==> config.mk <==
export PLATFORM = sky130hd
export DESIGN_NAME = uart_tx_arbiter
export DESIGN_NICKNAME = d
export VERILOG_FILES = /design/src/rtl/uart_pkg.sv /design/src/rtl/rr_arbiter.sv /design/src/rtl/uart_tx_arbiter.sv
export SDC_FILE = /design/constraint.sdc
export NUM_CORES = 1
export LEC_CHECK = 0
export CORE_MARGIN = 5
export CORE_UTILIZATION = 45
export CTS_CLUSTER_SIZE = 25
export DETAILED_ROUTE_END_ITERATION = 8
export PLACE_DENSITY = 0.85
export SLEW_MARGIN = 15
export SYNTH_ARGS = -nofsm -noshare
export SYNTH_HDL_FRONTEND = slang
export SYNTH_SLANG_ARGS = --single-unit
==> constraint.sdc <==
create_clock -name clk -period 2.2 [get_ports clk]
set_input_delay 0.44 -clock clk [delete_from_list [all_inputs] [get_ports clk]]
set_output_delay 0.44 -clock clk [all_outputs]
set_load 0.01 [all_outputs]
==> src/rtl/uart_pkg.sv <==
// Shared types and constants for the UART transmit arbiter.
package uart_pkg;

    localparam int         BYTE_W     = 8;
    localparam int         ID_W       = 4;
    localparam logic [3:0] HDR_NIBBLE = 4'hA;

    typedef enum logic [2:0] {
        IDLE,
        HDR,
        SEND,
        WAIT,
        NEXT
    } arb_state_t;

    function automatic logic [BYTE_W-1:0] hdr_byte(input logic [ID_W-1:0] id);
        return {HDR_NIBBLE, id};
    endfunction

endpackage

==> src/rtl/rr_arbiter.sv <==
// Round-robin search: first valid requester at or above ptr_i, wrapping modulo N_REQ.
module rr_arbiter
    import uart_pkg::*;
#(
    parameter int N_REQ = 4
) (
    input  logic [N_REQ-1:0] valid_i,
    input  logic [ID_W-1:0]  ptr_i,
    output logic [ID_W-1:0]  grant_o,
    output logic             any_o
);

    logic [N_REQ-1:0] rot;
    logic [N_REQ-1:0] oh;

    always_comb begin
        // Rotate so ptr_i lands at bit 0, then isolate the lowest set bit.
        rot     = N_REQ'({valid_i, valid_i} >> ptr_i);
        oh      = rot & (~rot + 1'b1);
        grant_o = '0;
        for (int i = 0; i < N_REQ; i++) begin
            if (oh[i]) begin
                grant_o = ID_W'((i + int'(ptr_i)) % N_REQ);
            end
        end
        any_o = |valid_i;
    end

endmodule

==> src/rtl/uart_tx_arbiter.sv <==
// Packet-level round-robin arbiter sharing one UART transmitter among N_REQ byte streams,
// with optional requester-ID header byte and a done-watchdog.
module uart_tx_arbiter
    import uart_pkg::*;
#(
    parameter int N_REQ     = 4,
    parameter bit ID_PREFIX = 1'b0,
    parameter int TIMEOUT   = 65535,
    localparam int CNT_W    = $clog2(TIMEOUT + 1)
) (
    input  logic                    clk,
    input  logic                    rst,
    input  logic [N_REQ-1:0]        req_valid,
    input  logic [BYTE_W*N_REQ-1:0] req_data,
    input  logic [N_REQ-1:0]        req_last,
    output logic [N_REQ-1:0]        req_ready,
    output logic [BYTE_W-1:0]       tx_din,
    output logic                    tx_enable,
    input  logic                    tx_done,
    output logic                    busy,
    output logic [ID_W-1:0]         grant_id,
    output logic                    err_timeout
);

    arb_state_t        state_q;
    logic [ID_W-1:0]   ptr_q;
    logic [ID_W-1:0]   grant_q;
    logic              last_q;
    logic              hdr_q;
    logic [CNT_W-1:0]  cnt_q;
    logic [BYTE_W-1:0] tx_din_q;
    logic              tx_en_q;
    logic [N_REQ-1:0]  ready_q;
    logic              busy_q;
    logic              err_q;

    logic [ID_W-1:0]   arb_grant;
    logic              arb_any;
    logic [BYTE_W-1:0] sel_byte_d;
    logic              sel_last_d;
    logic              sel_valid_d;
    logic [N_REQ-1:0]  grant_oh_d;
    logic [ID_W-1:0]   ptr_adv_d;

    rr_arbiter #(.N_REQ(N_REQ)) u_rr (
        .valid_i (req_valid),
        .ptr_i   (ptr_q),
        .grant_o (arb_grant),
        .any_o   (arb_any)
    );

    always_comb begin
        sel_byte_d  = '0;
        sel_last_d  = 1'b0;
        sel_valid_d = 1'b0;
        grant_oh_d  = '0;
        for (int i = 0; i < N_REQ; i++) begin
            if (grant_q == ID_W'(i)) begin
                sel_byte_d    = req_data[i*BYTE_W +: BYTE_W];
                sel_last_d    = req_last[i];
                sel_valid_d   = req_valid[i];
                grant_oh_d[i] = 1'b1;
            end
        end
        ptr_adv_d = (grant_q == ID_W'(N_REQ - 1)) ? '0 : grant_q + 1'b1;
    end

    always_ff @(posedge clk or negedge rst) begin
        if (!rst) begin
            state_q  <= IDLE;
            ptr_q    <= '0;
            grant_q  <= '0;
            last_q   <= 1'b0;
            hdr_q    <= 1'b0;
            cnt_q    <= '0;
            tx_din_q <= '0;
            tx_en_q  <= 1'b0;
            ready_q  <= '0;
            busy_q   <= 1'b0;
            err_q    <= 1'b0;
        end else begin
            tx_en_q <= 1'b0;
            ready_q <= '0;
            case (state_q)
                IDLE: begin
                    if (arb_any) begin
                        grant_q <= arb_grant;
                        busy_q  <= 1'b1;
                        state_q <= ID_PREFIX ? HDR : SEND;
                    end
                end
                HDR: begin
                    tx_en_q  <= 1'b1;
                    tx_din_q <= hdr_byte(grant_q);
                    hdr_q    <= 1'b1;
                    cnt_q    <= '0;
                    state_q  <= WAIT;
                end
                SEND: begin
                    tx_en_q  <= 1'b1;
                    ready_q  <= grant_oh_d;
                    tx_din_q <= sel_byte_d;
                    last_q   <= sel_last_d;
                    hdr_q    <= 1'b0;
                    cnt_q    <= '0;
                    state_q  <= WAIT;
                end
                WAIT: begin
                    if (tx_done) begin
                        if (hdr_q || !last_q) begin
                            state_q <= NEXT;
                        end else begin
                            ptr_q   <= ptr_adv_d;
                            busy_q  <= 1'b0;
                            state_q <= IDLE;
                        end
                    end else if (cnt_q == CNT_W'(TIMEOUT - 1)) begin
                        err_q   <= 1'b1;
                        ptr_q   <= ptr_adv_d;
                        busy_q  <= 1'b0;
                        state_q <= IDLE;
                    end else begin
                        cnt_q <= cnt_q + 1'b1;
                    end
                end
                NEXT: begin
                    // Issue straight from NEXT so consecutive bytes are only two cycles apart.
                    if (sel_valid_d) begin
                        tx_en_q  <= 1'b1;
                        ready_q  <= grant_oh_d;
                        tx_din_q <= sel_byte_d;
                        last_q   <= sel_last_d;
                        hdr_q    <= 1'b0;
                        cnt_q    <= '0;
                        state_q  <= WAIT;
                    end
                end
                default: begin
                    busy_q  <= 1'b0;
                    state_q <= IDLE;
                end
            endcase
        end
    end

    assign req_ready   = ready_q;
    assign tx_din      = tx_din_q;
    assign tx_enable   = tx_en_q;
    assign busy        = busy_q;
    assign grant_id    = grant_q;
    assign err_timeout = err_q;

endmodule

After elaboration in Yosys (flattened, before gate mapping)
Index checks and enable logic that the tools add are counted.
{ "word_totals": {"n_memories": 0, "reg_bits": 44, "wordCells": 111, "mem_bits_ro": 0, "latchBits": 0, "out_inout_bits": 19, "mem_bits_rw": 0} }
{ "classes": {"eq_ne": 15, "shift": 1, "bitwise_logic": 7, "muxes": 49, "n_addsub": 6, "n_lt_le_gt_ge": 0, "n_mul": 0, "div": 0, "n_reduce_logical": 22} }
{ "ops": {"columns": ["cell", "n"], "rows": [
  ["$mux 16", 3],
  ["$pmux 16 s3", 1],
  ["$mux 8", 5],
  ["$mux 4", 8],
  ["$pmux 8 s3", 1],
  ["$mux 1", 19],
  ["$add 16x1->16 const B", 1],
  ["$eq 16x16->1 const B", 1],
  ["$mux 3", 5],
  ["$pmux 3 s4", 1],
  ["$ne 2x2->1 const B", 5],
  ["$reduce_and 3->1", 3],
  ["$add 4x1->4 const B", 2],
  ["$eq 4x2->1 const B", 2],
  ["$pmux 4 s2", 1],
  ["$reduce_and 4->1", 2],
  ["$reduce_or 2->1", 4],
  ["$shr 8x4->4", 1],
  ["$eq 3x2->1 const B", 2],
  ["$ne 3x3->1 const B", 2],
  ["$pmux 1 s3", 2],
  ["$reduce_and 2->1", 3],
  ["$reduce_bool 3->1", 2],
  ["$add 2x2->2 const A", 2],
  ["17 further kinds", 22]
]} }

Logic depth before layout (Yosys ltp)
{ "logic_depth": {"word_depth": 8, "mapped_depth": 9, "mapped_depth_nobuf": 7} }

Cells and area by module
Synthesis repeated with hierarchy kept, for this count alone.
{ "unflattened": {"cells_unflattened": 325, "hier_area_um2": 2927.8} }
{ "modules_own_cells": {"columns": ["mod", "instances", "area_per_inst_um2", "cells_per_inst", "seq_area_each_um2"], "rows": [
  ["uart_tx_arbiter", 1, 2677.6, 290, 1101.1],
  ["rr_arbiter", 1, 250.2, 35, 0.0]
]} }

Worst setup path after synthesis
OpenSTA, ideal clock, no wires.
{ "synth_path": {"path_type": "flip-flop to flip-flop", "from": "register grant_q[0], in the netlist grant_id[0]", "to": "register tx_din_q[1], in the netlist tx_din[1]", "slack_ps": 12, "setup_time_ps": 125, "path_stages_with_launch": 9, "arrival_time_ps": 2063, "t_required_ps": 2075, "path_cell_list": "dfrtp_1 -> inv_1 -> ha_1 -> nor3b_1 -> a211o_1 -> o21a_1 -> inv_1 -> buf_2 -> mux2_2"} }
{ "synth_via": {"elab_chain_len": 7} }
{ "synth_rtl": {"columns": ["element", "line", "rtl"], "rows": [
  ["start, declared", "uart_tx_arbiter.sv:27", "logic [ID_W-1:0] grant_q;"],
  ["start signal, assigned", "uart_tx_arbiter.sv:87", "grant_q <= arb_grant;"],
  ["$logic_not 4->1", "uart_tx_arbiter.sv:58", "if (grant_q == ID_W'(i)) begin"],
  ["$mux 8 or $mux 1 (tied branches) (4 in a row)", "uart_tx_arbiter.sv:58", null],
  ["$mux 8 or $ne 2x2->1 (tied branches)", null, null],
  ["$pmux 8 s3 or $reduce_and 2->1 (tied branches)", null, null],
  ["end signal, assigned", "uart_tx_arbiter.sv:94", "tx_din_q <= hdr_byte(grant_q);"],
  ["end signal, assigned", "uart_tx_arbiter.sv:102", "tx_din_q <= sel_byte_d;"],
  ["end signal, assigned", "uart_tx_arbiter.sv:131", "tx_din_q <= sel_byte_d;"],
  ["end, declared", "uart_tx_arbiter.sv:31", "logic [BYTE_W-1:0] tx_din_q;"]
]} }
Several ways; a longest one is shown, not always the timed one. The select of a mux whose other input is x is not followed.
A chain may end at the register's enable or synchronous reset.

Worst setup path after layout
{ "layout_path": {"from": "register grant_q[1], in the netlist grant_id[1]", "to": "register tx_din_q[1], in the netlist tx_din[1]"} }
Same word-level chain as after synthesis.

==> results.md <==
- Post-synth EDFFs: 0
- Net Sw Frac: 40.4%
- Layout Skew: 0.00609 ns
- Sequential cell area: roughly 1000 µm²
- Max clock buf depth: 2
- Synthesized area per cell: between 9 and 10 µm²
- GRT Overall Usage: between 10% and 20%
- GP Congestion: roughly 0.89
- DP Wirelength: 4900 µm
- Worst-path cell chain: inv_1, ha_1, nand3b_1, a211o_1, o21a_1, inv_1, mux2_2
- Core box area: 5470 µm²
- Fin nets: between 300 and 400
- Hold crit path type: input pin to async pin
- Most used cell, CP: inv_1
- Worst Path Arrival: 2.27 ns
- Crit path buf inv count: 2
- Fin. max-slew vios: 0
- Max_cap viols: 0
- Synth warnings: 0
- Largest delay share family, worst path: compound AO/OA/AOI/OAI gates
- Clock transition at path regs: 0.08 ns
- Area grow syn2layout: 31.1%
- Drt first pass iters: 4
- Initial antenna violation count: 0
- RSZ-0062 raised after global routing: false
- First-pass GRT wire length: between 10000 and 15000 µm
- Vias in the first global route: roughly 2400
- Clock share of power: 13.9%
- Die height: about 85 µm
- Final wirelength: between 6000 and 7000 µm
- CP endpoint kind: flop
- Final hold violations: 0
- Leakage power: 1.33 nW
- Die ar.: 7210 µm²
- Tot Pwr: 0.00376 W
- CP Data Required Time: 2.38 ns
- Remaining routing DRC violations: 0
- Switching power total: roughly 0.0015 W
- Htree depth: 2
- Clock root cell: clkbuf_8
- Max frequency: between 400 and 500 MHz
- Period minus WS final: 2.09 ns
- Vias: 2404
- I/O pin cnt: 62
- Critical Setup Path Class: flop to flop
- # hold bufs at CTS: 0
- Multi-input logic area: approximately 1400 µm²
- Power Density: between 1000 and 1500 nW/µm²
- Flop pwr share: 30.7%
- Cell at the slowest stage of the critical path: dfrtp_1
- Flops & latches, synth: 40
- Synth async-reset ratio: 100%
- Worst hold margin: 0.0678 ns
- Via density: 5.88
- Predominant post-synthesis flop cell: dfrtp_1
- FILL cells: 513
- Drt wl/cell: 15.8 µm
- Synth cell types: 54
- Starting density of the core: 46.1%
- Row Count: 27
- Max VDD drop: 1.05 mV
- Grt ovf: 0
- Synthesized instance count: ~280
- Outcome: finished clean
- Clock Latency Late Sink: 0.30 ns
- CP max FO: 6
- DRT antenna net count: 0
- Synthesized area: about 2500 µm²
- TritonCTS clock tree: done
- # diodes: 0
- I/O Buffers: 59
- Combinational power share: 55.3%
- Ratio of cells with drive above 1 in the final layout: 9.79%
- CTS sink count: 40
- Cts bufs inserted: 5
- Sequential area share after synthesis: approximately two fifths
- Iter 0 DRT Violations: about 130
- Largest net degree at the start of global routing: 34
- CP peak stage delay: a little under 0.5 ns
- Post-route clock period utilization: a little over nine tenths
- Worst Setup Start Kind: flop
- Final setup vio count: 0
- Die extent in x: 84.9 µm
- Internal power: 0.00224 W
layout make-up:
class,instances,area share (%)
clock buffers,7,2.61
repair buffers,78,22.0
well taps,72,2.72
inverters,12,1.36
clock inverters,1,0.227
multi-input cells,199,40.8
flip-flops and latches,40,30.3
layer usage:
layer  global-route usage [%]  vias to the layer above  wire [µm]
met3                     3.59                       10        345
met1                     24.6                     1159       2860
met5                        0                        -          0
met2                     31.0                       80       3090
met4                     8.20                        0        159
li1                         -                     1155          -
state kept, by name, summed over array words and instances (netlist names):
name / cells
cnt_q: 16
tx_din: 8
req_ready: 4
state_q: 3
grant_id: 2
ptr_q: 2
busy: 1
err_timeout: 1
hdr_q: 1
last_q: 1
tx_enable: 1
cells in the final DEF, fill, tap and decap left out, types with 7 or more instances in the layout:
master / count
buf_4: 19
dfrtp_1: 39
or4_1: 11
nand3_1: 7
inv_1: 12
nor2b_1: 11
a221oi_1: 7
o21ai_0: 10
clkdlybuf4s50_1: 58
o31ai_1: 17
a21oi_1: 19
nand2_1: 23
through the flow:
step                utilization (%)  setup slack [ns]  TNS [ns]  cell area, µm²  instances
CTS                            60.4            0.0822         0            3310        409
detailed placement             58.7           -0.0433   -0.0659            3210        401
floorplan                         -            0.0120         0            2530        276
global route                   60.5           0.00294         0            3310        409
finish                         60.5             0.112         0            3310        409
global placement               58.7            0.0769         0            3210        401
final timing paths:
check / start / end / slack, ns / cells past startpoint
max: grant_id[1] / tx_din[1] / 0.11 / 7
min: rst / cnt_q[8] / 0.07 / 1
max reg2reg: grant_id[1] / tx_din[1] / 0.11 / 7
min reg2reg: err_timeout / err_timeout / 0.46 / 1
max in group asynchronous: rst / req_ready[3] / 1.62 / 2
min in group clk: err_timeout / err_timeout / 0.46 / 1
power groups by stage:
| stage | clock network (W) | logic, W | registers, W |
|---|---|---|---|
| 2_1_floorplan | 0 | 0.00131 | 0.00111 |
| 3_3_place_gp | 0 | 0.00202 | 0.00115 |
| 3_5_place_dp | 0 | 0.00209 | 0.00116 |
| 4_1_cts | 0.000529 | 0.00209 | 0.00115 |
| 5_1_grt | 0.000561 | 0.00232 | 0.00119 |
| 6_report | 0.000524 | 0.00208 | 0.00115 |
synthesized netlist by cell type, drive strengths merged (3+ instances only):
library cell / number / area [µm²]
nor2b: 11 / 68.8
o22a: 3 / 26.3
or3: 3 / 18.8
and2: 3 / 18.8
a21oi: 19 / 95.1
a211oi: 3 / 22.5
o31ai: 17 / 128
o211ai: 5 / 37.5
a221oi: 7 / 61.3
nor2: 6 / 22.5
mux2: 3 / 33.8
ha: 6 / 75.1
nand2b: 4 / 25.0
clkbuf: 11 / 41.3
or4: 11 / 82.6
dfrtp: 40 / 1000
nand2: 23 / 86.3
nand4: 6 / 37.5
o21ai: 10 / 50.1
inv: 12 / 45.0
buf: 14 / 91.3
a221o: 3 / 30.0
nand3b: 6 / 45.0
o21a: 3 / 22.5
and4: 4 / 37.5
nand3: 7 / 35.0
nand4b: 3 / 26.3
a22o: 4 / 35.0
kinds of logic (layout without fill, tap and decap cells):
family	count (synthesis)	in the layout	share of synthesized area, %
compound gates	88	88	24.6
xor+xnor	2	2	0.694
fa+ha+maj	6	6	2.97
buf+inv	37	98	7.04
flops	40	40	39.6
mux	5	5	2.13
other cells	1	2	0.149
simple gates	96	96	22.7
timing repair:
| item | in CTS | in global routing |
|---|---|---|
| setup endpoints to repair | 0 | 10 |
| gates resized for setup | 0 | 1 |
| buffers inserted | 0 | 0 |
Note: power is estimated with default switching activity, not from simulation.
